<file path="src/rtl/vga_timing_gen.sv">
// vga_timing_gen: parametrised VGA raster timing generator and pixel pipeline.
// Produces x/y fetch requests and a linear pixel address, then delays the
// blanking and sync flags by FETCH_LAT enabled cycles so that they line up
// with the colour returned by the framebuffer.
// Optional feature: define VGA_TIMING_TESTPAT_EN to add a test_mode input
// that replaces the fetched colour with eight vertical colour bars.
module vga_timing_gen #(
    parameter int H_VISIBLE = 800,
    parameter int H_FPORCH  = 56,
    parameter int H_SYNC    = 120,
    parameter int H_BPORCH  = 64,
    parameter int V_VISIBLE = 600,
    parameter int V_FPORCH  = 37,
    parameter int V_SYNC    = 6,
    parameter int V_BPORCH  = 23,
    parameter int COLOR_W   = 1,
    parameter int HSYNC_POL = 0,
    parameter int VSYNC_POL = 0,
    parameter int FETCH_LAT = 1
) (
    input  logic                   clk,
    input  logic                   rst,
    input  logic                   en,
`ifdef VGA_TIMING_TESTPAT_EN
    input  logic                   test_mode,
`endif
    input  logic [3*COLOR_W-1:0]   color_in,
    output logic                   req,
    output logic [11:0]            req_x,
    output logic [11:0]            req_y,
    output logic [19:0]            pixel,
    output logic                   line,
    output logic                   frame,
    output logic                   vga_hsync,
    output logic                   vga_vsync,
    output logic [COLOR_W-1:0]     vga_red,
    output logic [COLOR_W-1:0]     vga_green,
    output logic [COLOR_W-1:0]     vga_blue
);

    // ------------------------------------------------------------------
    // Derived timing constants. Region bounds are 13 bit so that a region
    // ending exactly at 4096 still compares correctly against a 12-bit count.
    // ------------------------------------------------------------------
    localparam int H_TOTAL = H_VISIBLE + H_FPORCH + H_SYNC + H_BPORCH;
    localparam int V_TOTAL = V_VISIBLE + V_FPORCH + V_SYNC + V_BPORCH;

    localparam logic [11:0] H_LAST     = 12'(H_TOTAL - 1);
    localparam logic [11:0] V_LAST     = 12'(V_TOTAL - 1);
    localparam logic [12:0] H_VIS_END  = 13'(H_VISIBLE);
    localparam logic [12:0] H_SYNC_BEG = 13'(H_VISIBLE + H_FPORCH);
    localparam logic [12:0] H_SYNC_END = 13'(H_VISIBLE + H_FPORCH + H_SYNC);
    localparam logic [12:0] V_VIS_END  = 13'(V_VISIBLE);
    localparam logic [12:0] V_SYNC_BEG = 13'(V_VISIBLE + V_FPORCH);
    localparam logic [12:0] V_SYNC_END = 13'(V_VISIBLE + V_FPORCH + V_SYNC);

    localparam logic HS_ACT = 1'(HSYNC_POL);
    localparam logic VS_ACT = 1'(VSYNC_POL);

    // Tap word carried through the fetch-latency pipeline:
    // {x (test pattern only), visible, hsync active, vsync active}.
`ifdef VGA_TIMING_TESTPAT_EN
    localparam int TAP_W = 15;
`else
    localparam int TAP_W = 3;
`endif

    // ------------------------------------------------------------------
    // Raster counters
    // ------------------------------------------------------------------
    logic [11:0] h_cnt_q, h_cnt_d;
    logic [11:0] v_cnt_q, v_cnt_d;
    logic        at_line_end;
    logic        at_frame_end;
    logic        vis_now;
    logic        hs_now;
    logic        vs_now;

    assign at_line_end  = (h_cnt_q == H_LAST);
    assign at_frame_end = at_line_end && (v_cnt_q == V_LAST);
    assign vis_now      = ({1'b0, h_cnt_q} < H_VIS_END) && ({1'b0, v_cnt_q} < V_VIS_END);
    assign hs_now       = ({1'b0, h_cnt_q} >= H_SYNC_BEG) && ({1'b0, h_cnt_q} < H_SYNC_END);
    assign vs_now       = ({1'b0, v_cnt_q} >= V_SYNC_BEG) && ({1'b0, v_cnt_q} < V_SYNC_END);

    // Next raster position: h wraps at end of line, v steps once per h wrap.
    always_comb begin
        h_cnt_d = h_cnt_q + 12'd1;
        v_cnt_d = v_cnt_q;
        if (at_line_end) begin
            h_cnt_d = 12'd0;
            v_cnt_d = (v_cnt_q == V_LAST) ? 12'd0 : v_cnt_q + 12'd1;
        end
    end

    // Counter state, advanced only on enabled cycles.
    always_ff @(posedge clk) begin
        if (rst) begin
            h_cnt_q <= 12'd0;
            v_cnt_q <= 12'd0;
        end else if (en) begin
            h_cnt_q <= h_cnt_d;
            v_cnt_q <= v_cnt_d;
        end
    end

    // ------------------------------------------------------------------
    // Linear pixel address. pix_cnt_q is the address the next visible
    // position will carry; pixel_q is the address of the registered request
    // and holds through blanking until the end-of-frame clears it.
    // ------------------------------------------------------------------
    logic [19:0] pix_cnt_q, pix_cnt_d;
    logic [19:0] pixel_q, pixel_d;

    // Address bookkeeping for the position currently on the counters.
    always_comb begin
        pix_cnt_d = pix_cnt_q;
        pixel_d   = pixel_q;
        if (at_frame_end) begin
            pix_cnt_d = 20'd0;
            pixel_d   = 20'd0;
        end else if (vis_now) begin
            pix_cnt_d = pix_cnt_q + 20'd1;
            pixel_d   = pix_cnt_q;
        end
    end

    // ------------------------------------------------------------------
    // Stage 0: request, position, raw syncs and line/frame strobes.
    // ------------------------------------------------------------------
    logic        req_q;
    logic [11:0] req_x_q;
    logic [11:0] req_y_q;
    logic        hs_raw_q;
    logic        vs_raw_q;
    logic        line_q;
    logic        frame_q;

    // Register the counter position; strobes are forced low on idle cycles.
    always_ff @(posedge clk) begin
        if (rst) begin
            req_q     <= 1'b0;
            req_x_q   <= 12'd0;
            req_y_q   <= 12'd0;
            hs_raw_q  <= 1'b0;
            vs_raw_q  <= 1'b0;
            line_q    <= 1'b0;
            frame_q   <= 1'b0;
            pix_cnt_q <= 20'd0;
            pixel_q   <= 20'd0;
        end else begin
            line_q  <= en && at_line_end;
            frame_q <= en && at_frame_end;
            if (en) begin
                req_q     <= vis_now;
                req_x_q   <= h_cnt_q;
                req_y_q   <= v_cnt_q;
                hs_raw_q  <= hs_now;
                vs_raw_q  <= vs_now;
                pix_cnt_q <= pix_cnt_d;
                pixel_q   <= pixel_d;
            end
        end
    end

    // ------------------------------------------------------------------
    // Fetch-latency pipeline for visibility, syncs (and x for the bars).
    // ------------------------------------------------------------------
    logic [TAP_W-1:0] tap_in;
    logic [TAP_W-1:0] tap_out;

`ifdef VGA_TIMING_TESTPAT_EN
    assign tap_in = {req_x_q, req_q, hs_raw_q, vs_raw_q};
`else
    assign tap_in = {req_q, hs_raw_q, vs_raw_q};
`endif

    generate
        if (FETCH_LAT == 0) begin : g_no_lat
            assign tap_out = tap_in;
        end else begin : g_lat
            logic [TAP_W-1:0] pipe_q [FETCH_LAT];

            // Shift register of FETCH_LAT taps; reset discards in-flight pixels.
            always_ff @(posedge clk) begin
                if (rst) begin
                    for (int i = 0; i < FETCH_LAT; i++) begin
                        pipe_q[i] <= '0;
                    end
                end else if (en) begin
                    pipe_q[0] <= tap_in;
                    for (int i = 1; i < FETCH_LAT; i++) begin
                        pipe_q[i] <= pipe_q[i-1];
                    end
                end
            end

            assign tap_out = pipe_q[FETCH_LAT-1];
        end
    endgenerate

    logic tap_vis;
    logic tap_hs;
    logic tap_vs;

    assign tap_vis = tap_out[2];
    assign tap_hs  = tap_out[1];
    assign tap_vs  = tap_out[0];

    // ------------------------------------------------------------------
    // Colour source selection. Bar index bit 2/1/0 drives R/G/B, which
    // matches the channel order of color_in (B in the low slice).
    // ------------------------------------------------------------------
    logic       use_bar;
    logic [2:0] bar_idx;

`ifdef VGA_TIMING_TESTPAT_EN
    logic [11:0] tap_x;
    assign tap_x   = tap_out[14:3];
    assign use_bar = test_mode;
    assign bar_idx = 3'(({3'b000, tap_x} * 15'd8) / 15'(H_VISIBLE));
`else
    assign use_bar = 1'b0;
    assign bar_idx = 3'b000;
`endif

    logic [3*COLOR_W-1:0] rgb_d;
    logic [3*COLOR_W-1:0] rgb_q;

    genvar gi;
    generate
        for (gi = 0; gi < 3; gi++) begin : g_chan
            logic [COLOR_W-1:0] chan_in;
            logic [COLOR_W-1:0] chan_src;
            assign chan_in  = color_in[gi*COLOR_W +: COLOR_W];
            assign chan_src = use_bar ? {COLOR_W{bar_idx[gi]}} : chan_in;
            assign rgb_d[gi*COLOR_W +: COLOR_W] = tap_vis ? chan_src : '0;
        end
    endgenerate

    // ------------------------------------------------------------------
    // Output stage: colour and polarity-adjusted syncs, loaded when the
    // fetched colour is valid.
    // ------------------------------------------------------------------
    logic hsync_q;
    logic vsync_q;

    // Pin registers; colour is sampled only on enabled cycles.
    always_ff @(posedge clk) begin
        if (rst) begin
            rgb_q   <= '0;
            hsync_q <= ~HS_ACT;
            vsync_q <= ~VS_ACT;
        end else if (en) begin
            rgb_q   <= rgb_d;
            hsync_q <= tap_hs ? HS_ACT : ~HS_ACT;
            vsync_q <= tap_vs ? VS_ACT : ~VS_ACT;
        end
    end

    assign req       = req_q;
    assign req_x     = req_x_q;
    assign req_y     = req_y_q;
    assign pixel     = pixel_q;
    assign line      = line_q;
    assign frame     = frame_q;
    assign vga_hsync = hsync_q;
    assign vga_vsync = vsync_q;
    assign vga_red   = rgb_q[2*COLOR_W +: COLOR_W];
    assign vga_green = rgb_q[1*COLOR_W +: COLOR_W];
    assign vga_blue  = rgb_q[0 +: COLOR_W];

endmodule
</file>
<file path="config.mk">
export PLATFORM = sky130hd
export DESIGN_NAME = vga_timing_gen
export DESIGN_NICKNAME = d
export VERILOG_FILES = /design/src/rtl/vga_timing_gen.sv
export SDC_FILE = /design/constraint.sdc
export NUM_CORES = 1
export LEC_CHECK = 0
export CORE_ASPECT_RATIO = 0.7
export CORE_MARGIN = 10
export CORE_UTILIZATION = 25
export DETAILED_ROUTE_END_ITERATION = 16
export GPL_ROUTABILITY_DRIVEN = 0
export PLACE_DENSITY = 0.54
export SLEW_MARGIN = 5
export SYNTH_ARGS = -nofsm -noshare
export SYNTH_HDL_FRONTEND = slang
export SYNTH_SLANG_ARGS = --single-unit
</file>
<file path="constraint.sdc">
create_clock -name clk -period 2.6 [get_ports clk]
set_input_delay 0.39 -clock clk [delete_from_list [all_inputs] [get_ports clk]]
set_output_delay 0.39 -clock clk [all_outputs]
set_load 0.005 [all_outputs]
</file>
# After elaboration in Yosys (flattened, before gate mapping)
# Memories as Yosys holds them, arrays and structs flattened.
# Cells that the tools add are included.
[totals]
rom_bits = 0
latch_bits = 0
mem_count = 1
elab_cells = 54
in_bits = 6
output_inout_bits = 52
reg_bits = 98
mem_bits_rw = 3
[mem_list]
columns = ["memory", "words", "word_bits", "read_ports", "rd_clocked_by_memory_dff", "wr", "line_no", "text"]
rows = [
  ["g_lat.pipe_q", 1, 3, 1, 0, 1, "181", "logic [TAP_W-1:0] pipe_q [FETCH_LAT];"],
]
[op_classes]
shift = 0
mul = 0
order_cmp = 6
addsub = 3
muxes = 18
n_bitwise = 0
reduce_logical = 10
eq_ne = 2
n_div = 0
[op_table]
columns = ["operator", "count"]
rows = [
  ["2-to-1 mux 20 bit", 4],
  ["< comparator 12 x 10 -> 1 bit, second input constant", 4],
  ["adder 12 x 1 -> 12 bit, second input constant", 2],
  ["greater-or-equal comparator 12 x 10 -> 1 bit, second input constant", 2],
  ["2-to-1 mux 12 bit", 2],
  ["adder 20 x 1 -> 20 bit, second input constant", 1],
  ["equality test 12 x 10 -> 1 bit, second input constant", 1],
  ["equality test 12 x 11 -> 1 bit, second input constant", 1],
  ["2-to-1 mux 1 bit", 11],
  ["logical AND 1 bit", 6],
  ["AND reduction 2 bit", 2],
  ["2-to-1 mux 3 bit", 1],
  ["OR reduction 3 bit", 1],
  ["nonzero test 2 bit", 1],
]

# Logic depth before layout (Yosys ltp)
# Gate-level depths: netlist of run 1.
[logic_depth]
ltp_word = 5
ltp_mapped = 8
mapped_depth_nobuf = 6

# Worst setup path after synthesis of run 1
# OpenSTA, ideal clock, no wires.
[synth_timing]
path_type = "reg-to-reg"
from = "reg h_cnt_q[0]"
to = "reg pix_cnt_q[15]"
required_time_ns = 2.475
arrival_ns = 1.762
path_buffers = 3
setup_slack_ns = 0.712
path_stages_with_launch = 9
period_less_slack_ns = 1.888
path_cell_list = "dfxtp_1 -> ha_1 -> and3_1 -> clkbuf_1 -> nand4_1 -> clkbuf_1 -> o21ai_1 -> buf_2 -> a21oi_1"
[synth_between]
elab_chain_cells = 4
word_cells_on_any_way = 7
[synth_lines]
columns = ["item", "line_no", "text"]
rows = [
  ["from (decl)", "71", "logic [11:0] h_cnt_q, h_cnt_d;"],
  ["from (signal assigned)", "101", "h_cnt_q <= h_cnt_d;"],
  ["< comparator 12 x 10 -> 1 bit / equality test 12 x 11 -> 1 bit (equally long branches)", "81, 79", ""],
  ["logical AND 1 bit (on tied branches)", "81, 80", ""],
  ["nonzero test 2 bit (no source line)", "--", ""],
  ["AND reduction 2 bit (no source line)", "--", ""],
  ["to (signal assigned)", "159", "pix_cnt_q <= pix_cnt_d;"],
  ["to (decl)", "111", "logic [19:0] pix_cnt_q, pix_cnt_d;"],
]
# Several ways; a longest one is shown, not always the timed one.
# A chain may end at the register's enable or synchronous reset.

# Worst setup path in the final report of run 1
[layout_timing]
from = "reg v_cnt_q[4]"
to = "reg pix_cnt_q[14]"
[layout_between]
elab_chain_cells = 4
word_cells_on_any_way = 7
[layout_lines]
columns = ["item", "line_no", "text"]
rows = [
  ["from (decl)", "72", "logic [11:0] v_cnt_q, v_cnt_d;"],
  ["from (signal assigned)", "102", "v_cnt_q <= v_cnt_d;"],
  ["< comparator 12 x 10 -> 1 bit / equality test 12 x 10 -> 1 bit (equally long branches)", "81, 80", ""],
  ["logical AND 1 bit (on tied branches)", "81, 80", ""],
  ["nonzero test 2 bit (no source line)", "--", ""],
  ["AND reduction 2 bit (no source line)", "--", ""],
]
# Several ways; a longest one is shown, not always the timed one.

==> results of run 1 <==
[through the flow]
step	util, %	worst slack (ns)	power (mW)
floorplan	-	0.712	1.69
global placement	29.6	0.524	1.73
detailed placement	29.6	0.490	1.74
CTS	31.0	0.487	2.94
global route	31.0	0.295	3.02
finish	31.0	0.466	2.91
[final cells by class]
cell class,count,area [sq um]
Clock buffer,13,240
Clock inverter,2,12.5
Fill cell,1874,12400
Inverter,10,37.5
Multi-Input combinational cell,351,2280
Sequential cell,101,2050
Tap cell,236,295
Timing Repair Buffer,67,661
[per-layer routing]
metal | global-route usage, % | vias up
met5 | 0 | -
li1 | - | 1925
met3 | 2.56 | 11
met4 | 2.70 | 0
met2 | 14.3 | 80
met1 | 14.5 | 1879
[sequential cells by signal, indices dropped and copies added, names as in the netlist, 3 cells and up]
signal and cells:
pix_cnt_q 20, pixel 20, h_cnt_q 12, req_x 12, req_y 12, v_cnt_q 12, g_lat.pipe_q 3, rgb_q 3
[cell usage after synthesis (all sizes together) (7+ instances only)]
library cell | instances | area, sq um
nand2 | 42 | 158
o211ai | 26 | 195
xor2 | 9 | 78.8
nand4 | 16 | 100
nand3 | 19 | 95.1
dfxtp | 98 | 1960
buf | 15 | 78.8
or4 | 20 | 150
inv | 8 | 30.0
nand2b | 10 | 62.6
and3 | 8 | 50.1
o31ai | 21 | 158
a21oi | 54 | 270
o21ai | 8 | 40.0
mux2i | 25 | 250
nor2 | 36 | 135
and4 | 7 | 61.3
clkbuf | 31 | 116
[power by group]
part | switching [mW] | internal (mW)
combinational | 0.0769 | 0.0470
clock | 0.560 | 0.644
sequential | 0.0111 | 1.57
total | 0.648 | 2.26
[logic make-up after synthesis]
logic type               Yosys count  share of synthesized area (%)
flip-flops                       101                           45.1
AO/OA/AOI/OAI                    124                           18.2
buffers and inverters             56                           5.12
AND/OR/NAND/NOR                  187                           22.8
adder cells (fa/ha/maj)            5                           1.38
multiplexers                      25                           5.50
XOR/XNOR                          10                           1.93
[cells in the final DEF, fill, tap and decap left out, types with 19 or more instances in the layout]
master           Yosys  final
o31ai_1             21     21
a21oi_1             54     54
nand3_1             19     19
o211ai_1            26     26
nand2_1             42     42
mux2i_1             25     25
nor2_1              36     36
or4_1               20     20
clkdlybuf4s50_1      0     55
dfxtp_1             98     98
[how the worst min path moves through the flow]
stage / startpoint / endpoint / cells after the start
after floorplan: hs_raw_q / hs_raw_q / 2
after global placement: rgb_q[2] / rgb_q[2] / 2
after detailed placement: rgb_q[2] / rgb_q[2] / 2
after CTS: rst / vga_hsync / 3
after global routing: rst / vga_vsync / 3
final: rst / vga_hsync / 3
[critical path: cells and delay by family (launching register included)]
family / cells / cell delay, ns
DFF: 1 / 0.42
buffers and inverters: 1 / 0.22
AOI/OAI and AO/OA: 4 / 1.39
==> qor.yml, run 1 <==
logic_synthesis:
  syn_inst: 508
  ys_types: 51
  synth_seq_cells: 101
  async_flop_share_pct: 0
  synth_edf_count: 3
  syn-cell-area_sq_um: 4550
  synth_fp_nets: 519
  syn_area_per_cell_sq_um: 8.96
  synth_ff_type: "dfxtp_1"
  ys_warn_count: 0
  ys_seq_area_share_pct: 45.1
drt:
  met3_wirelength_um: 588
  drtIter0Drc: 270
  wl_met2_um: 5080
  vias_per_cell: 4.99
  drtPass1Iterations: 4
  antenna_left: 0
  wl_per_cell_um: 15.5
  top_layer: "met4"
  drt_wl_total_um: 12100
  routed-via-count: 3895
  drcViolationCount: 0
  route.layer.met1.wl_um: 6300
die:
  fp.dieArea_sq_um: 24100
  fp.coreArea_sq_um: 18000
  rows: 41
  die_w_um: 181
  chipHeight_um: 133
  start_util_pct: 25.3
  io_pins: 58
pwr:
  power_density_nw_per_um2: 521
  leakage_nw: 1.80
  peakVddDrop_mv: 0.238
clock_network:
  htreeDepth: 3
  cts_root_buf: "clkbuf_16"
  clk_pin_slew_ns: 0.07
  cts.sinks: 101
  hold_buffers: 0
  cts_tree: "yes"
  post_cts_buffers: 0
  post_cts_resized: 0
  clock_path_buffers: 2
  cts_made_buffers: 9
  clk-insertion-delay-late_ns: 0.34
placement:
  dp_hpwl_um: 8440
  placed_cells: 765
  io_buffers: 57
  placed_area_sq_um: 5320
timing:
  fin_crit_sh_pct: 82.1
  fin_skew_ns: 0.00906
  slew_violations: 0
  hold_viol: 0
  rsz0062_at_grt: "false"
  max_freq_mhz: 469
  tns_ns: 0
  hold_ws_ns: 0.449
  finalSetupViolations: 0
  fin_crit_ns: 2.13
  slew_headroom_pct: 54.9
  worst_slew_pin_slew_ns: 0.677
worst_setup_path:
  r2r_start: "v_cnt_q[4]"
  required_ns: 2.85
  crit_fanout: 57
  cp_slowest_stage_delay_ns: 0.53
  startpoint_type: "flip-flop"
  r2r_setup_slack_ns: 0.47
  rr_worst_depth: 5
  worstPathCellList: "a2111oi_4, o2111ai_4, buf_12, o41a_1, a311oi_1"
  cp-end-kind: "flip-flop"
  crit_arrival_ns: 2.39
  crit_path_end: "pix_cnt_q[14]"
  r2r-end: "pix_cnt_q[14]"
  crit_type: "flip-flop to flip-flop"
  cp_slowest_cell: "a2111oi_4"
  startpoint: "v_cnt_q[4]"
global_route:
  grt.overflow.total: 0
  grt_usage_pct: 10.0
  antenna_found_initial: 0
  grt_max_degree: 63
  grt_pass1_vias: 3710
  grt_pass1_wl_um: 20300
cells_and_area:
  post-route-cell-area_sq_um: 5570
  syn2layout_area_growth_pct: 22.5
  nets: 551
  finalNonFillerCells: 780
  antennaDiodeCount: 0
  final_layout_size_suffix_gt1_share_pct: 5.51
job:
  drv_cap: 0
outcome:
  outcome: "finished, final reports clean"
worst_hold_path:
  hold_path_class: "input port to flip-flop"
No activity file was read; power rests on OpenSTA's default activity.
==> inputs of run 2 (changes only) <==
--- a/config.mk
+++ b/config.mk
@@ -10,7 +10,7 @@
 export CORE_UTILIZATION = 25
 export DETAILED_ROUTE_END_ITERATION = 16
 export GPL_ROUTABILITY_DRIVEN = 0
-export PLACE_DENSITY = 0.54
+export PLACE_DENSITY = 0.56
 export SLEW_MARGIN = 5
 export SYNTH_ARGS = -nofsm -noshare
 export SYNTH_HDL_FRONTEND = slang
==> constraint.sdc (replaced) <==
create_clock -name clk -period 1.8 [get_ports clk]
set_input_delay 0.27 -clock clk [delete_from_list [all_inputs] [get_ports clk]]
set_output_delay 0.27 -clock clk [all_outputs]
set_load 0.005 [all_outputs]
==> qor.yml, run 2 (synthesized netlist as in run 1, its figures left out) <==
worst_setup_path:
  cp_slowest_stage_delay_ns: 0.34  # -0.19 ns
  required_ns: 2.04  # -0.81 ns
  rr_worst_depth: 8  # +3
  crit_buf_inv: 4  # +3
  r2r_start: "v_cnt_q[8]"
  crit_type: "flip-flop to flip-flop"
  critPathMostFrequentCell: "buf_4"
  cp_slowest_cell: "dfxtp_1"
  startpoint_type: "flip-flop"
  crit_fanout: 17  # -70%
  critPathTopFamily: "compound AO/OA/AOI/OAI gates"
  cp-end-kind: "flip-flop"
  r2r_setup_slack_ns: -0.09  # -0.56 ns
  worstPathCellList: "buf_6, o31ai_2, buf_4, o2111ai_4, buf_4, clkbuf_16, o31a_1, o21ba_1"
  crit_arrival_ns: 2.13  # -0.26 ns
  r2r-end: "pix_cnt_q[17]"
drt:
  drcViolationCount: 0  # unchanged
  drtIter0Drc: 324  # +20%
  wl_per_cell_um: 16.6  # +6.9%
  routed-via-count: 4194  # +7.7%
  drt_wl_total_um: 13900  # +15%
  vias_per_cell: 4.99  # -0.13%
  drtPass1Iterations: 5  # +1
  antenna_left: 0  # unchanged
timing:
  hold_viol: 0  # unchanged
  max_freq_mhz: 528  # +13%
  rsz0062_at_grt: "true"
  slew_headroom_pct: 73.6  # +19 points
  fin_crit_sh_pct: 105  # +23 points
  tns_ns: -0.963  # -0.963 ns
  setup_slack_ns: -0.0925  # -0.559 ns
  fin_skew_ns: 0.0110  # +0.00195 ns
  worst_slew_pin_slew_ns: 0.395  # -0.282 ns
  finalSetupViolations: 20  # +20
  slew_violations: 0  # unchanged
  fin_crit_ns: 1.89  # -0.241 ns
die:
  io_pins: 58  # unchanged
  fp.coreArea_sq_um: 18000  # unchanged
  rows: 41  # unchanged
  start_util_pct: 25.3  # unchanged
  chipHeight_um: 133  # unchanged
  fp.dieArea_sq_um: 24100  # unchanged
  die_w_um: 181  # unchanged
pwr:
  p_clk_share_pct: 45.5  # +4.1 points
  finalPower_mw: 4.60  # +58%
  seqPwrFrac_pct: 49.4  # -4.9 points
  p_sw_mw: 1.01  # +56%
  intPower_mw: 3.59  # +59%
  power_density_nw_per_um2: 710  # +36%
  peakVddDrop_mv: 0.461  # +94%
  leakage_nw: 2.24  # +24%
  swShare_pct: 22.0  # -0.28 points
  combPwrFrac_pct: 5.1  # +0.8 points
clock_network:
  hold_buffers: 0  # unchanged
  cts_root_buf: "clkbuf_16"
  cts_made_buffers: 9  # unchanged
  htreeDepth: 3  # unchanged
  clk-insertion-delay-late_ns: 0.35  # about the same
  clk_pin_slew_ns: 0.07  # about the same
  clock_path_buffers: 2  # unchanged
  cts.sinks: 101  # unchanged
  cts_tree: "yes"
global_route:
  grt_usage_pct: 11.0  # +0.99 points
  grt_pass1_vias: 4047  # +9.1%
  grt_max_degree: 63  # unchanged
  grt_pass1_wl_um: 22000  # +8.6%
  grt.overflow.total: 0  # unchanged
  antenna_found_initial: 0  # unchanged
placement:
  dp_hpwl_um: 9300  # +10%
  io_buffers: 57  # unchanged
  placed_cells: 814  # +6.4%
  dpl_worst_slack_ns: -0.119  # -0.609 ns
  placed_area_sq_um: 5740  # +7.8%
worst_hold_path:
  hold_start: "en"
  hold_depth: 3  # unchanged
  hold_path_class: "input port to flip-flop"
  holdPathEnd: "h_cnt_q[1]"
cells_and_area:
  layout_common_cells: "dfxtp_1 (88), clkdlybuf4s50_1 (55), buf_4 (52)"
  fillers: 1801  # -3.9%
  finalNonFillerCells: 841  # +7.8%
  final_common_cell: "dfxtp_1"
  final_layout_size_suffix_gt1_share_pct: 23.8  # +18 points
  antennaDiodeCount: 0  # unchanged
  syn2layout_area_growth_pct: 42.4
  nets: 611  # +11%
  post-route-cell-area_sq_um: 6480  # +16%
outcome:
  violations: "negative setup slack"
  outcome: "finished with violations"
job:
  drv_cap: 0  # unchanged
[run 2: cell types whose count changed in the layout (fill, tap and decap cells not counted), moves of 6 or more]
cell,previous run,this run
or4_4,0,9
or4_1,20,11
o31ai_1,21,15
buf_6,0,10
dfxtp_1,98,88
a21oi_2,0,12
o31ai_2,0,6
dfxtp_2,0,8
buf_4,8,52
a21oi_1,54,40
[run 2: power groups by stage]
stage / combinational [mW] / sequential, mW / clock [mW]
floorplan: 0.118 / 2.33 / 0
global placement: 0.212 / 2.33 / 0
detailed placement: 0.215 / 2.33 / 0
CTS: 0.221 / 2.28 / 2.15
global route: 0.257 / 2.28 / 2.23
finish: 0.236 / 2.27 / 2.09
[run 2: worst register-to-register path, cell delays in order, from the launching register on]
cell       delay, ns
dfxtp_1         0.34
buf_6           0.14
o31ai_2         0.19
buf_4           0.16
o2111ai_4       0.12
buf_4           0.19
clkbuf_16       0.17
o31a_1          0.30
o21ba_1         0.18
[run 2: final cells by class]
class                      count  area, sq um  share of cell area (%)
clock buffer                  11          233                    3.59
clock inverter                 5         81.3                    1.26
multi-input combinational    351         2510                    38.8
inverter                      10         41.3                   0.637
sequential                   101         2070                    31.9
timing repair buffer         127         1240                    19.2
tap                          236          295                    4.56
[run 2: what timing repair did]
action,4_1_cts,5_1_grt
buffers inserted,5,5
pin swaps,9,19
setup endpoints to repair,24,55
resized for setup,29,42
cloned,2,1
[run 2: per-layer routing]
metal	wire length [um]	track usage [%]
met5	0	0
met4	99	2.21
met3	857	3.41
met2	6210	16.4
met1	6780	15.3
[run 2: how the worst max path moves through the flow]
| stage | startpoint | to | slack [ns] | depth (start not counted) |
|---|---|---|---|---|
| 6_report | v_cnt_q[8] | pix_cnt_q[17] | -0.09 | 8 |
| 5_1_grt | v_cnt_q[8] | pix_cnt_q[18] | -0.16 | 6 |
| 4_1_cts | v_cnt_q[3] | pix_cnt_q[14] | -0.09 | 5 |
| 3_3_place_gp | v_cnt_q[8] | pix_cnt_q[18] | -0.08 | 7 |
| 2_1_floorplan | h_cnt_q[5] | pix_cnt_q[14] | 0.01 | 6 |
| 3_5_place_dp | h_cnt_q[8] | v_cnt_q[5] | -0.12 | 5 |
[run 2: stage by stage]
step,utilization [%],hold WS (ns)
2_1_floorplan,-,0.438
3_3_place_gp,31.9,0.448
3_5_place_dp,31.9,0.453
4_1_cts,34.9,0.219
5_1_grt,36.1,0.246
6_report,36.1,0.227
